**config.mk**
```make
export PLATFORM = sky130hd
export DESIGN_NAME = alu_exec_stage
export DESIGN_NICKNAME = d
export VERILOG_FILES = /design/src/rtl/alu_pkg.sv /design/src/rtl/alu_exec_stage_psr.sv /design/src/rtl/alu_exec_stage.sv
export SDC_FILE = /design/constraint.sdc
export NUM_CORES = 1
export LEC_CHECK = 0
export BUFFER_PORTS_ARGS = -buffer_cell sky130_fd_sc_hd__buf_2
export CAP_MARGIN = 25
export CORE_MARGIN = 2
export CORE_UTILIZATION = 50
export DETAILED_ROUTE_END_ITERATION = 12
export PLACE_DENSITY = 0.85
export SLEW_MARGIN = 0
export SYNTH_ARGS = -nofsm -noshare
export SYNTH_HDL_FRONTEND = slang
export SYNTH_SLANG_ARGS = --single-unit
export TNS_END_PERCENT = 10
```
**constraint.sdc**
```tcl
create_clock -name clk -period 2.2 [get_ports clk]
set_input_delay 0.33 -clock clk [delete_from_list [all_inputs] [get_ports clk]]
set_output_delay 0.33 -clock clk [all_outputs]
set_load 0.02 [all_outputs]
```
**src/rtl/alu_pkg.sv**
```systemverilog
// Shared definitions for the ALU execute path.
//   - ALU opcode encodings (4 bits)
//   - Flag bit positions inside the 5-bit flag/PSR vector: [4]Z [3]C [2]O [1]L [0]N
//   - Default datapath width
//   - Opcode classification helpers used to gate PSR updates and writeback
package alu_pkg;

    localparam int ALU_WIDTH = 16;

    localparam logic [3:0] OP_NOP  = 4'b0000;
    localparam logic [3:0] OP_AND  = 4'b0001;
    localparam logic [3:0] OP_OR   = 4'b0010;
    localparam logic [3:0] OP_XOR  = 4'b0011;
    localparam logic [3:0] OP_LSH  = 4'b0100;
    localparam logic [3:0] OP_ADD  = 4'b0101;
    localparam logic [3:0] OP_ADDU = 4'b0110;
    localparam logic [3:0] OP_ADDC = 4'b0111;
    localparam logic [3:0] OP_NOT  = 4'b1000;
    localparam logic [3:0] OP_SUB  = 4'b1001;
    localparam logic [3:0] OP_SUBC = 4'b1010;
    localparam logic [3:0] OP_CMP  = 4'b1011;
    localparam logic [3:0] OP_ASHU = 4'b1100;
    localparam logic [3:0] OP_MOV  = 4'b1101;

    localparam int FLAG_Z = 4;
    localparam int FLAG_C = 3;
    localparam int FLAG_O = 2;
    localparam int FLAG_L = 1;
    localparam int FLAG_N = 0;

    // PSR write masks for the two classes of flag-producing instructions
    localparam logic [4:0] MASK_CO  = 5'((1 << FLAG_C) | (1 << FLAG_O));
    localparam logic [4:0] MASK_ZLN = 5'((1 << FLAG_Z) | (1 << FLAG_L) | (1 << FLAG_N));

    // Arithmetic ops that own carry and overflow (ADDU deliberately excluded)
    function automatic logic sets_co(input logic [3:0] op);
        return (op == OP_ADD) || (op == OP_ADDC) || (op == OP_SUB) || (op == OP_SUBC);
    endfunction

    // Only compare owns zero / low / negative
    function automatic logic sets_zln(input logic [3:0] op);
        return (op == OP_CMP);
    endfunction

    // NOP, CMP and the two undefined encodings never write a register
    function automatic logic writes_reg(input logic [3:0] op);
        logic wr;
        case (op)
            OP_NOP, OP_CMP, 4'b1110, 4'b1111: wr = 1'b0;
            default:                          wr = 1'b1;
        endcase
        return wr;
    endfunction

endpackage

```
**src/rtl/alu_exec_stage_psr.sv**
```systemverilog
// Processor status register with per-bit masked update.
// Ports:
//   clk, rst_n  clock, asynchronous active-low reset (clears all bits)
//   en          update strobe
//   mask        bits that take d when en is high; others hold
//   d           new flag values
//   q           current register contents
module psr_reg #(
    parameter int W = 5
) (
    input  logic         clk,
    input  logic         rst_n,
    input  logic         en,
    input  logic [W-1:0] mask,
    input  logic [W-1:0] d,
    output logic [W-1:0] q
);

    logic [W-1:0] q_reg;
    logic [W-1:0] q_next;

    generate
        for (genvar gi = 0; gi < W; gi++) begin : g_bit
            assign q_next[gi] = (en & mask[gi]) ? d[gi] : q_reg[gi];
        end
    endgenerate

    always_ff @(posedge clk or negedge rst_n) begin
        if (!rst_n) begin
            q_reg <= '0;
        end else begin
            q_reg <= q_next;
        end
    end

    assign q = q_reg;

endmodule

```
**src/rtl/alu_exec_stage.sv**
```systemverilog
// Two-register execute stage wrapped around an external combinational ALU.
//   E1: accepts a decoded instruction (in_valid/in_ready), resolves the B
//       operand (register or extended immediate) and drives the ALU inputs.
//   E2: captures the ALU result (or the B operand for MOV), updates the PSR
//       and presents the writeback entry (out_valid/out_ready).
// Ports:
//   clk, rst_n           clock, asynchronous active-low reset
//   in_*                 decoded instruction and handshake
//   flush                synchronous kill of both stages
//   alu_a/b/opcode/cin   to the ALU; alu_c/alu_flags back from it
//   out_*                writeback entry and handshake
//   psr                  status register {Z,C,O,L,N}
module alu_exec_stage
    import alu_pkg::*;
#(
    parameter int WIDTH  = ALU_WIDTH,
    parameter int IMM_W  = 8,
    parameter int REG_AW = 4
) (
    input  logic              clk,
    input  logic              rst_n,
    input  logic              in_valid,
    output logic              in_ready,
    input  logic [3:0]        in_opcode,
    input  logic [WIDTH-1:0]  in_a,
    input  logic [WIDTH-1:0]  in_b,
    input  logic [IMM_W-1:0]  in_imm,
    input  logic              in_imm_sel,
    input  logic              in_imm_sext,
    input  logic [REG_AW-1:0] in_dest,
    input  logic              in_wb_en,
    input  logic              flush,
    output logic [WIDTH-1:0]  alu_a,
    output logic [WIDTH-1:0]  alu_b,
    output logic [3:0]        alu_opcode,
    output logic              alu_cin,
    input  logic [WIDTH-1:0]  alu_c,
    input  logic [4:0]        alu_flags,
    output logic              out_valid,
    input  logic              out_ready,
    output logic [WIDTH-1:0]  out_result,
    output logic [REG_AW-1:0] out_dest,
    output logic              out_wb_en,
    output logic [4:0]        psr
);

    // E1 state
    logic              e1_valid_reg;
    logic [WIDTH-1:0]  e1_a_reg;
    logic [WIDTH-1:0]  e1_b_reg;
    logic [3:0]        e1_op_reg;
    logic [REG_AW-1:0] e1_dest_reg;
    logic              e1_wb_en_reg;

    // E2 state
    logic              out_valid_reg;
    logic [WIDTH-1:0]  out_result_reg;
    logic [REG_AW-1:0] out_dest_reg;
    logic              out_wb_en_reg;

    logic              e2_load;
    logic              accept;
    logic [WIDTH-1:0]  imm_ext;
    logic [WIDTH-1:0]  b_next;
    logic [WIDTH-1:0]  result_next;
    logic              wb_en_next;
    logic [4:0]        psr_mask;

    // Handshake: E1 moves into E2 whenever E2 is empty or draining
    assign e2_load  = e1_valid_reg & (~out_valid_reg | out_ready) & ~flush;
    assign in_ready = (~e1_valid_reg | e2_load) & ~flush;
    assign accept   = in_valid & in_ready;

    // A sign-extended negative immediate lets LSH/ASHU express right shifts
    assign imm_ext = {{(WIDTH-IMM_W){in_imm_sext & in_imm[IMM_W-1]}}, in_imm};
    assign b_next  = in_imm_sel ? imm_ext : in_b;

    always_ff @(posedge clk or negedge rst_n) begin
        if (!rst_n) begin
            e1_valid_reg <= 1'b0;
            e1_a_reg     <= '0;
            e1_b_reg     <= '0;
            e1_op_reg    <= '0;
            e1_dest_reg  <= '0;
            e1_wb_en_reg <= 1'b0;
        end else if (flush) begin
            e1_valid_reg <= 1'b0;
        end else if (accept) begin
            e1_valid_reg <= 1'b1;
            e1_a_reg     <= in_a;
            e1_b_reg     <= b_next;
            e1_op_reg    <= in_opcode;
            e1_dest_reg  <= in_dest;
            e1_wb_en_reg <= in_wb_en;
        end else if (e2_load) begin
            // Operand registers keep their last value; only validity drops
            e1_valid_reg <= 1'b0;
        end
    end

    assign alu_a      = e1_a_reg;
    assign alu_b      = e1_b_reg;
    assign alu_opcode = e1_op_reg;

    // MOV bypasses the ALU entirely
    assign result_next = (e1_op_reg == OP_MOV) ? e1_b_reg : alu_c;
    assign wb_en_next  = e1_wb_en_reg & writes_reg(e1_op_reg);

    always_ff @(posedge clk or negedge rst_n) begin
        if (!rst_n) begin
            out_valid_reg  <= 1'b0;
            out_result_reg <= '0;
            out_dest_reg   <= '0;
            out_wb_en_reg  <= 1'b0;
        end else if (flush) begin
            out_valid_reg  <= 1'b0;
        end else if (e2_load) begin
            out_valid_reg  <= 1'b1;
            out_result_reg <= result_next;
            out_dest_reg   <= e1_dest_reg;
            out_wb_en_reg  <= wb_en_next;
        end else if (out_ready) begin
            out_valid_reg  <= 1'b0;
        end
    end

    assign out_valid  = out_valid_reg;
    assign out_result = out_result_reg;
    assign out_dest   = out_dest_reg;
    assign out_wb_en  = out_wb_en_reg;

    // PSR is written on the E1->E2 transfer so the next instruction (now in
    // E1) already sees the updated carry: ADDC chains without a bubble.
    always_comb begin
        psr_mask = '0;
        if (sets_co(e1_op_reg)) begin
            psr_mask = MASK_CO;
        end else if (sets_zln(e1_op_reg)) begin
            psr_mask = MASK_ZLN;
        end
    end

    psr_reg #(
        .W(5)
    ) u_psr (
        .clk   (clk),
        .rst_n (rst_n),
        .en    (e2_load),
        .mask  (psr_mask),
        .d     (alu_flags),
        .q     (psr)
    );

    assign alu_cin = psr[FLAG_C];

endmodule

```
After elaboration in Yosys (flattened, before gate mapping):

Index checks and enable logic that the tools add are counted.
Widths: inputs -> output; s select.

* multiplexer cells: 11
* reductions and logical operators: 9
* bitwise gates (word level): 16
* equality and inequality tests: 8

Operators with widths (count)
* $mux 16: 2
* $eq 4x4->1 const B: 6
* $and 1x1->1: 11
* $mux 5: 2
* $eq 4x3->1 const B: 2
* $mux 1: 7
* $reduce_bool 3->1: 2
* $logic_not 4->1: 1
* $reduce_and 2->1: 2
* $reduce_or 4->1: 1
* $logic_or 1x1->1: 3
* $not 1->1: 3
* $or 1x1->1: 2

* bits in registers: 69
* logic and storage cells: 59
* bits of input ports: 77
* output and inout port bits: 65

Longest topological paths before layout:

Gate-level depths: netlist of run 1.

* depth in word-level cells: 9
* gate-level depth with buffers: 5
* depth with buffers taken out: 3

Hierarchy:

Synthesis of run 1 repeated with hierarchy kept, for this count alone.

* cell total of the unflattened synthesis: 211
* area, all modules: 3143.0 µm²

Modules (own cells, without submodules)
* alu_exec_stage: area an instance 2924.1 µm², sequential area each 1601.5 µm², instances 1, cells an instance 196
* psr_reg: area an instance 219.0 µm², sequential area each 125.1 µm², instances 1, cells an instance 15

Worst setup path before layout of run 1:

OpenSTA, ideal clock, no wires.

* path type: reg-to-reg
* from: register e1_op_reg[2] (netlist: alu_opcode[2])
* to: register u_psr.q_reg[2] (netlist: u_psr.q[2])
* arrival: 1.489 ns
* stages on the path, launching flop included: 4
* period minus slack after synthesis: 1.614 ns
* setup slack: 0.586 ns
* cell sequence: dfrtp_1 -> and4bb_2 -> o311ai_2 -> mux2_2

* word-level cells in the longest chain between the ends: 6
* elaborated cells on any way between the ends: 9
* classes of those cells: 4 x eq/ne; 1 x mux; 1 x bitwise; 3 x reduce/logical

RTL lines
* from (decl): line alu_exec_stage.sv:51 `logic [3:0] e1_op_reg;`
* from (signal assigned): line alu_exec_stage.sv:92 `e1_op_reg <= in_opcode;`
* $eq 4x3->1: line alu_pkg.sv:37 `return (op == OP_ADD) || (op == OP_ADDC) || (op == OP_SUB) || (op == OP_SUBC);`
* $logic_or 1x1->1 (2 in series): line alu_pkg.sv:37
* $logic_or 1x1->1 *: line alu_pkg.sv:37
* $mux 5 *: line alu_exec_stage.sv:136 `if (sets_co(e1_op_reg)) begin`
* $and 1x1->1 *: line alu_exec_stage_psr.sv:24 `assign q_next[gi] = (en & mask[gi]) ? d[gi] : q_reg[gi];`
* to (signal assigned): line alu_exec_stage_psr.sv:32 `q_reg <= q_next;`
* to (decl): line alu_exec_stage_psr.sv:19 `logic [W-1:0] q_reg;`

Every way passes the cells marked *; elsewhere a longest branch is shown, timed or not.
A chain may end at the register's enable or synchronous reset.

Worst setup path in the final report of run 1:

* from: register e1_op_reg[2] (netlist: alu_opcode[2])
* to: register out_result_reg[8] (netlist: out_result[8])

* word-level cells in the longest chain between the ends: 2

RTL lines
* $eq 4x4->1: line alu_exec_stage.sv:106 `assign result_next = (e1_op_reg == OP_MOV) ? e1_b_reg : alu_c;`
* $mux 16: line alu_exec_stage.sv:106
* to (signal assigned): line alu_exec_stage.sv:119 `out_result_reg <= result_next;`
* to (decl): line alu_exec_stage.sv:57 `logic [WIDTH-1:0] out_result_reg;`

Every way passes these cells.

==> impl_results.md, run 1 <==
* Syn Nets at 287
* Post-synthesis cell area at 0.00311 sq mm
* Int Pwr at 0.00264 W
* Core ar. at 0.00596 sq mm
* CTS tree: built
* Worst-Skew Late Latency at 0.33 ns
* Yosys top cell by area: dfrtp_1
* Final wirelength at 6800 microns
* Routed vias at 2260
* Min cycle time layout at 1.70 ns
* Relative slew slack at 0.729
* Post-Syn Instances at 210
* Asr flop ratio synth at 1.00
* Area grow syn2layout at 32.3%
* Post-layout nets at 434
* Unrepaired setup endpoints after global routing: false
* CP max-delay cell: dfrtp_1
* Slew Viols, Final at 0
* Cell mode on critical path: mux2_4
* CP max FO at 16
* Register bit total from synthesis at 69
* Clk buf depth at 2
* Most common cell in the netlist: mux2_2
* Sw Ratio at 0.312
* First-pass GRT wire length at 11200 microns
* CTS root buffer: clkbuf_8
* Synth cell count leaders: mux2_2 (71), dfrtp_1 (69), mux2_4 (16)
* Slew at the pin with the worst max-slew slack at 0.406 ns
* Critical path required time at 2.42 ns
* Yosys top cell area share at 0.555
* Power density over cell area at 931 mW/mm^2
* Layout cells sized above 1 at 0.704
* Critical Path AT at 1.92 ns
* Worst path cell trace: nand4b_4 -> mux2_4 -> mux2_4
* Resized cells post-CTS at 0
* Top_reg_cell synth: dfrtp_1
* Number of synthesized flops with an enable pin at 0
* Sink Count at 69
* Hold-fix buffers at CTS at 0
* Die ar. at 0.00687 sq mm
* Core Rows at 28
* Worst hold path class: input port to asynchronous set/reset pin
* Critical path startpoint category: flop
* Cell variety after synth at 26
* Syn_area_per_cell at 14.8 sq um
* Area contributors post-synth: dfrtp_1 (55%), mux2_2 (26%), mux2_4 (7.7%)
* Worst hold slack at 0.0166 ns
* Critical Setup Path Class: flop to flop
* Static leakage at 2.12 nW
* Crit. End Element: flop
* Clock network power share at 0.279
* Initial antenna violation count at 0
* Final ANT Viol Nets at 0
* DRC at 0
* DR iter-0 viols at 56
* Worst Setup SP: alu_opcode[2]$_DFFE_PN0P_
* Post-detail-place hpwl at 4980 microns
* Worst r2r src: alu_opcode[2]$_DFFE_PN0P_
* Vias in the first global route at 2436
* Final hold vios at 0
* Final GP Congestion at 0.762
* Drt wl/cell at 15.6 microns
* Worst vdd ir at 0.000622 V
* Die W at 82.9 microns
* Max-cap violation count at 0
* Total gr overflow at 0
* Tcrit/Tclk final at 0.771
* Number of vias per cell at 5.17
* CTS clk-pin slew, worst paths at 0.07 ns
* Status: completed
* Ys Warns at 0
* First drt pass iteration count at 4
* Initial cell density of the core at 0.523
* Post-CTS Setup Bufs at 0
* Diodes inserted at 0
* Sequential-to-total area share from yosys stat at 0.555
* # setup viols final at 0
* CTS Buf Count at 9
* Seq pwr share at 0.438
* TNS Setup at 0 ns
* # port buffers at 141
* CP max stage delay at 0.51 ns
* Largest net degree at the start of global routing at 70
* Clock Skews at 0.00721 ns
* Die Y at 82.9 microns
* Combinational Power Share at 0.283
* H-tree depth at 3
* Total Routing Usage GR at 0.202
* Net Sw Power at 0.00120 W
* Fmax at 589 MHz
* Boundary pin count at 142
[cells by family after synthesis]
| logic type | after synthesis | synth area share |
|---|---|---|
| mux | 89 | 0.340 |
| flops | 69 | 0.555 |
| buf+inv | 19 | 0.0293 |
| compound gates | 17 | 0.0330 |
| simple gates | 16 | 0.0426 |
[per-stage QoR]
stage | util | setup WS, ns | instance area, sq um | std cells | power, W
after floorplan | - | 0.586 | 3110 | 210 | 0.00238
after global placement | 0.656 | 0.522 | 3910 | 421 | 0.00275
after detailed placement | 0.656 | 0.485 | 3910 | 421 | 0.00280
after CTS | 0.691 | 0.469 | 4120 | 437 | 0.00387
after global routing | 0.691 | 0.406 | 4120 | 437 | 0.00402
final | 0.691 | 0.503 | 4120 | 437 | 0.00383
[cell type report]
type                       instances  area [sq um]
clock buffer                      13           169
timing repair buffer             146           756
clock inverter                     3          42.5
inverter                           9          33.8
tap                               75          93.8
multi-input combinational        122          1300
sequential                        69          1730
fill                             450          1840
[routing by layer]
layer / routed length (microns) / track usage / share of wire / vias up
li1: - / - / - / 1040
met1: 2760 / 0.238 / 0.41 / 1114
met2: 3420 / 0.346 / 0.50 / 94
met3: 474 / 0.0507 / 0.070 / 12
met4: 155 / 0.0954 / 0.023 / 0
met5: 0 / 0 / 0 / -
[critical path, delay by kind of cell, from the launching register on]
kind,cells,cell delay (ns)
mux,2,0.68
simple gates,1,0.40
flops,1,0.51
[final timing paths]
kind	end	slack [ns]	cells past startpoint
max in group asynchronous	out_result[11]$_DFFE_PN0P_	1.90	2
min reg2reg	u_psr.q[2]$_DFFE_PN0P_	0.50	1
max	out_result[8]$_DFFE_PN0P_	0.50	3
max reg2reg	out_result[8]$_DFFE_PN0P_	0.50	3
min in group clk	e1_valid_reg$_DFFE_PN0P_	0.20	2
min	e1_dest_reg[1]$_DFFE_PN0P_	0.02	2
[power by group through the flow]
stage | logic [W] | clock network (W) | registers [W]
2_1_floorplan | 0.000396 | 0 | 0.00198
3_3_place_gp | 0.00107 | 0 | 0.00168
3_5_place_dp | 0.00110 | 0 | 0.00170
4_1_cts | 0.00110 | 0.00110 | 0.00168
5_1_grt | 0.00115 | 0.00115 | 0.00172
6_report | 0.00108 | 0.00107 | 0.00168
[placed cells by master (no fill, tap or decap), types with 2 or more instances in the layout]
master,n
o21ai_0,8
inv_1,9
and4bb_2,2
dfrtp_1,69
buf_4,4
a21oi_1,6
buf_2,141
mux2i_1,2
mux2_2,71
clkbuf_8,12
mux2_4,16
and3_1,2
nor2_1,3
Power figures use the tool's default switching activity.
==> run 2: changes to the inputs <==
--- a/config.mk
+++ b/config.mk
@@ -8,9 +8,9 @@
 export BUFFER_PORTS_ARGS = -buffer_cell sky130_fd_sc_hd__buf_2
 export CAP_MARGIN = 25
 export CORE_MARGIN = 2
-export CORE_UTILIZATION = 50
+export CORE_UTILIZATION = 47
 export DETAILED_ROUTE_END_ITERATION = 12
-export PLACE_DENSITY = 0.85
+export PLACE_DENSITY = 0.8
 export SLEW_MARGIN = 0
 export SYNTH_ARGS = -nofsm -noshare
 export SYNTH_HDL_FRONTEND = slang
==> constraint.sdc (replaced) <==
create_clock -name clk -period 1.8 [get_ports clk]
set_input_delay 0.27 -clock clk [delete_from_list [all_inputs] [get_ports clk]]
set_output_delay 0.27 -clock clk [all_outputs]
set_load 0.02 [all_outputs]
==> run 2 against run 1 <==
Compared with the run above: hold slack improved by 0.14 ns; critical path depth is 1 higher; sequential share of layout area fell by 0.75 points; power increased by 25%; cell area up 1.8%; clock-buffer cell count unchanged; highest routed layer unchanged; clock power up 31%; clock skew is 0.0019 ns higher; largest cell class unchanged.
==> impl_results.md, run 2 (synthesized netlist as in run 1, its figures left out) <==
* Met1 WL at 2740 microns
* # setup viols final at 0
* Layout cells sized above 1 at 0.702
* Area grow syn2layout at 34.7%
* # port buffers at 141
* Final hold vios at 0
* Reg area at 0.00173 sq mm
* Initial cell density of the core at 0.487
* Sw Ratio at 0.302
* Tcrit/Tclk final at 0.898
* Clock network power share at 0.292
* CTS root buffer: clkbuf_8
* DR WL met3 at 388 microns
* Die Y at 85.4 microns
* Clock Skews at 0.00913 ns
* Final ANT Viol Nets at 0
* Hold-fix buffers at CTS at 1
* Number of vias per cell at 4.98
* Routed vias at 2205
* Total gr overflow at 0
* Min cycle time layout at 1.62 ns
* Crit. End Element: flop
* Vias in the first global route at 2272
* Critical Setup Path Class: flop to flop
* Max Used Layer: met4
* Resized cells post-CTS at 0
* Most common cell after layout, fill and taps aside: buf_2
* DRC at 0
* TNS Setup at 0 ns
* Combinational Power Share at 0.280
* Relative slew slack at 0.672
* Worst hold path class: input port to flop
* Max-cap violation count at 0
* Post-CTS Setup Bufs at 0
* Clk buf depth at 2
* Net Sw Power at 0.00145 W
* Diodes inserted at 0
* Worst vdd ir at 0.000744 V
* Initial antenna violation count at 0
* First drt pass iteration count at 4
* Sink Count at 69
* Die ar. at 0.00729 sq mm
* Worst-Skew Late Latency at 0.32 ns
* Post-detail-place hpwl at 5150 microns
* Unrepaired setup endpoints after global routing: false
* Total Routing Usage GR at 0.193
* Core ar. at 0.00639 sq mm
* Final wirelength at 6830 microns
* CP max FO at 10
* Post-layout nets at 438
* Area occupied by multi-input gates at 0.00130 sq mm
* DR iter-0 viols at 66
* Static leakage at 2.16 nW
* Fmax at 619 MHz
* Tot Pwr at 0.00479 W
* CTS tree: built
* Critical path startpoint category: flop
* CTS Buf Count at 9
* Detail Route met2 WL at 3630 microns
* Slew at the pin with the worst max-slew slack at 0.491 ns
* Int Pwr at 0.00334 W
* Power density over cell area at 1140 mW/mm^2
* Die W at 85.4 microns
* Filler Cells Inserted at 501
* First-pass GRT wire length at 10900 microns
* Drt wl/cell at 15.4 microns
* Critical path required time at 2.01 ns
* Worst slack at placement at 0.179 ns
* Core Rows at 29
* Slew Viols, Final at 0
* CTS clk-pin slew, worst paths at 0.07 ns
* Critical Path AT at 1.82 ns
* Largest net degree at the start of global routing at 39
* Final worst setup slack at 0.184 ns
* Most frequent cells in the layout: buf_2 (141), mux2_2 (71), dfrtp_1 (69)
* H-tree depth at 3
* Final GP Congestion at 0.710
* Seq pwr share at 0.428
* Status: completed
* Boundary pin count at 142
run 2: cell type report:
| type | count | area share |
|---|---|---|
| Tap cell | 77 | 0.0230 |
| Timing Repair Buffer | 150 | 0.194 |
| Sequential cell | 69 | 0.412 |
| Clock buffer | 13 | 0.0379 |
| Multi-Input combinational cell | 122 | 0.309 |
| Inverter | 9 | 0.00806 |
| Clock inverter | 3 | 0.0161 |
run 2: routing by layer:
metal	global-route usage	up-vias
met5	0	-
met2	0.338	76
met1	0.226	1069
li1	-	1054
met3	0.0584	6
met4	0.0620	0
run 2: critical path: stages, from the launching register on:
cell      delay [ns]
dfrtp_1         0.50
nand4b_4        0.23
buf_12          0.22
mux2_4          0.29
mux2_4          0.25
run 2: stage by stage:
step / cell area (sq um) / hold slack (ns) / utilization / cells
6_report: 4190 / 0.158 / 0.657 / 443
4_1_cts: 4190 / 0.133 / 0.657 / 443
3_3_place_gp: 3960 / 0.318 / 0.620 / 426
2_1_floorplan: 3110 / -0.0256 / - / 210
3_5_place_dp: 3960 / 0.325 / 0.620 / 426
5_1_grt: 4190 / 0.154 / 0.657 / 443
run 2: path summary, 6_finish.rpt:
path | from | endpoint | slack (ns) | depth (start not counted)
min in group asynchronous | rst_n | alu_b[2]$_DFFE_PN0P_ | 0.51 | 3
max reg2reg | alu_opcode[2]$_DFFE_PN0P_ | out_result[11]$_DFFE_PN0P_ | 0.18 | 4
max in group asynchronous | rst_n | out_wb_en$_DFFE_PN0P_ | 0.90 | 3
min reg2reg | alu_a[8]$_DFFE_PN0P_ | alu_a[8]$_DFFE_PN0P_ | 0.50 | 1
min | flush | out_valid$_DFFE_PN0P_ | 0.16 | 2
max | alu_opcode[2]$_DFFE_PN0P_ | out_result[11]$_DFFE_PN0P_ | 0.18 | 4
run 2: power by group through the flow:
stage / Combinational, W / Clock (W) / Sequential [W]
floorplan: 0.000484 / 0 / 0.00242
global placement: 0.00133 / 0 / 0.00206
detailed placement: 0.00136 / 0 / 0.00208
CTS: 0.00137 / 0.00145 / 0.00205
global route: 0.00143 / 0.00151 / 0.00209
finish: 0.00134 / 0.00140 / 0.00205
==> run 3: changes to the inputs <==
--- a/config.mk
+++ b/config.mk
@@ -9,6 +9,7 @@
 export CAP_MARGIN = 25
 export CORE_MARGIN = 2
 export CORE_UTILIZATION = 47
+export CTS_BUF_LIST = sky130_fd_sc_hd__clkbuf_16
 export DETAILED_ROUTE_END_ITERATION = 12
 export PLACE_DENSITY = 0.8
 export SLEW_MARGIN = 0
==> run 3 against run 2 <==
Compared with the run above: power rose by 8.4%; cell count did not move; maximum frequency grew 0.20%; first-iteration DRC count shrank 18%; register-to-register slack is essentially flat; cell area is 1.9% higher; critical path depth unchanged; clock skew is 0.0038 ns lower; clock-buffer cell count fell by 4; hold slack improved by 0.010 ns; sequential share of layout area decreased by 0.78 points; flip-flop and latch count unchanged; critical endpoint unchanged; largest cell class unchanged; largest power group unchanged.
==> impl_results.md, run 3 (synthesized netlist as in run 1, its figures left out) <==
* CP max-delay cell: dfrtp_1
* Initial cell density of the core at 0.487
* Final ANT Viol Nets at 0
* CP max FO at 10
* Initial antenna violation count at 0
* Diodes inserted at 0
* Sink Count at 69
* CP max stage delay at 0.49 ns
* Worst path cell trace: nand4b_4 -> buf_12 -> mux2_4 -> mux2_4
* Most common cell after layout, fill and taps aside: buf_2
* Area grow syn2layout at 37.3%
* Cell count along the critical path at 4
* Unrepaired setup endpoints after global routing: false
* Min cycle time layout at 1.61 ns
* Clock Skews at 0.00534 ns
* Total gr overflow at 0
* CTS root buffer: clkbuf_16
* Drt wl/cell at 15.6 microns
* Most frequent cells in the layout: buf_2 (141), mux2_2 (71), dfrtp_1 (69)
* Routed vias at 2211
* Worst-Skew Late Latency at 0.31 ns
* Worst-case reg-to-reg path depth at 4
* H-tree depth at 3
* Critical Path AT at 1.81 ns
* Core ar. at 0.00639 sq mm
* Post-detail-place hpwl at 5150 microns
* CP top delay family: multiplexers
* Die Y at 85.4 microns
* # port buffers at 141
* Final GP Congestion at 0.710
* Clk buf depth at 2
* Die ar. at 0.00729 sq mm
* Worst hold path class: input port to flop
* CTS clk-pin slew, worst paths at 0.05 ns
* Largest net degree at the start of global routing at 39
* Final wirelength at 6890 microns
* Slew Viols, Final at 0
* Post-layout nets at 438
* Post-CTS Setup Bufs at 0
* Worst hold path depth at 2
* Resized cells post-CTS at 0
* Power density over cell area at 1210 mW/mm^2
* Buf/Inv on CP at 1
* CTS Buf Count at 9
* Relative slew slack at 0.676
* First-pass GRT wire length at 11000 microns
* CTS tree: built
* Crit. End Element: flop
* Final hold vios at 0
* DR iter-0 viols at 54
* DRC at 0
* Layout cells sized above 1 at 0.697
* Number of vias per cell at 4.99
* Hold-fix buffers at CTS at 1
* Status: completed
* Worst vdd ir at 0.000680 V
* Total Routing Usage GR at 0.193
* Critical Setup Path Class: flop to flop
* Tot Pwr at 0.00519 W
* Slew at the pin with the worst max-slew slack at 0.485 ns
* Die W at 85.4 microns
* Static leakage at 2.20 nW
* Boundary pin count at 142
* Core Rows at 29
* Critical path startpoint category: flop
* Fmax at 620 MHz
* Cell mode on critical path: mux2_4
* Max-cap violation count at 0
* Vias in the first global route at 2272
* First drt pass iteration count at 4
* Tcrit/Tclk final at 0.896
* TNS Setup at 0 ns
* # setup viols final at 0
* Critical path required time at 2.00 ns
run 3: worst paths after layout:
| kind | from | endpoint | slack, ns |
|---|---|---|---|
| min | flush | out_valid$_DFFE_PN0P_ | 0.17 |
| max reg2reg | alu_opcode[2]$_DFFE_PN0P_ | out_result[11]$_DFFE_PN0P_ | 0.19 |
| min reg2reg | alu_a[8]$_DFFE_PN0P_ | alu_a[8]$_DFFE_PN0P_ | 0.50 |
| min in group asynchronous | rst_n | alu_b[3]$_DFFE_PN0P_ | 0.52 |
| max in group asynchronous | rst_n | out_wb_en$_DFFE_PN0P_ | 0.89 |
| max | alu_opcode[2]$_DFFE_PN0P_ | out_result[11]$_DFFE_PN0P_ | 0.19 |
run 3: cell type report:
class | instances | area [sq um]
Clock inverter | 7 | 82.6
Sequential cell | 69 | 1730
Multi-Input combinational cell | 122 | 1300
Inverter | 9 | 33.8
Tap cell | 77 | 96.3
Fill cell | 498 | 2110
Clock buffer | 9 | 225
Timing Repair Buffer | 150 | 813
run 3: per-stage QoR:
step                      instance area (sq um)  hold WS [ns]  worst slack (ns)  instances  utilization
after floorplan                            3110       -0.0256             0.186        210            -
after global placement                     3960         0.318             0.232        426        0.620
after detailed placement                   3960         0.325             0.179        426        0.620
after CTS                                  4270         0.155             0.174        443        0.669
after global routing                       4270         0.180            0.0988        443        0.669
final                                      4270         0.168             0.187        443        0.669
run 3: where the power goes:
part | total (W) | leakage [nW] | switching [W] | internal [W]
combinational | 0.00134 | 1.22 | 0.000717 | 0.000625
sequential | 0.00205 | 0.826 | 0.000191 | 0.00186
clock | 0.00180 | 0.153 | 0.000603 | 0.00119
total | 0.00519 | 2.20 | 0.00151 | 0.00368
run 3: metal layers:
| layer | share of wire | wire, microns | GRT usage | up-vias |
|---|---|---|---|---|
| met2 | 0.53 | 3680 | 0.344 | 75 |
| met4 | 0.012 | 80 | 0.0707 | 0 |
| met3 | 0.059 | 407 | 0.0409 | 6 |
| met1 | 0.40 | 2730 | 0.229 | 1075 |
| met5 | 0 | 0 | 0 | - |
| li1 | - | - | - | 1055 |
run 3: worst reg2reg max path: cells and delay by family, from the launching register on:
kind | cells | cell delay (ns)
multiplexers | 2 | 0.54
buffers and inverters | 1 | 0.22
flip-flops | 1 | 0.49
AND/OR/NAND/NOR | 1 | 0.24
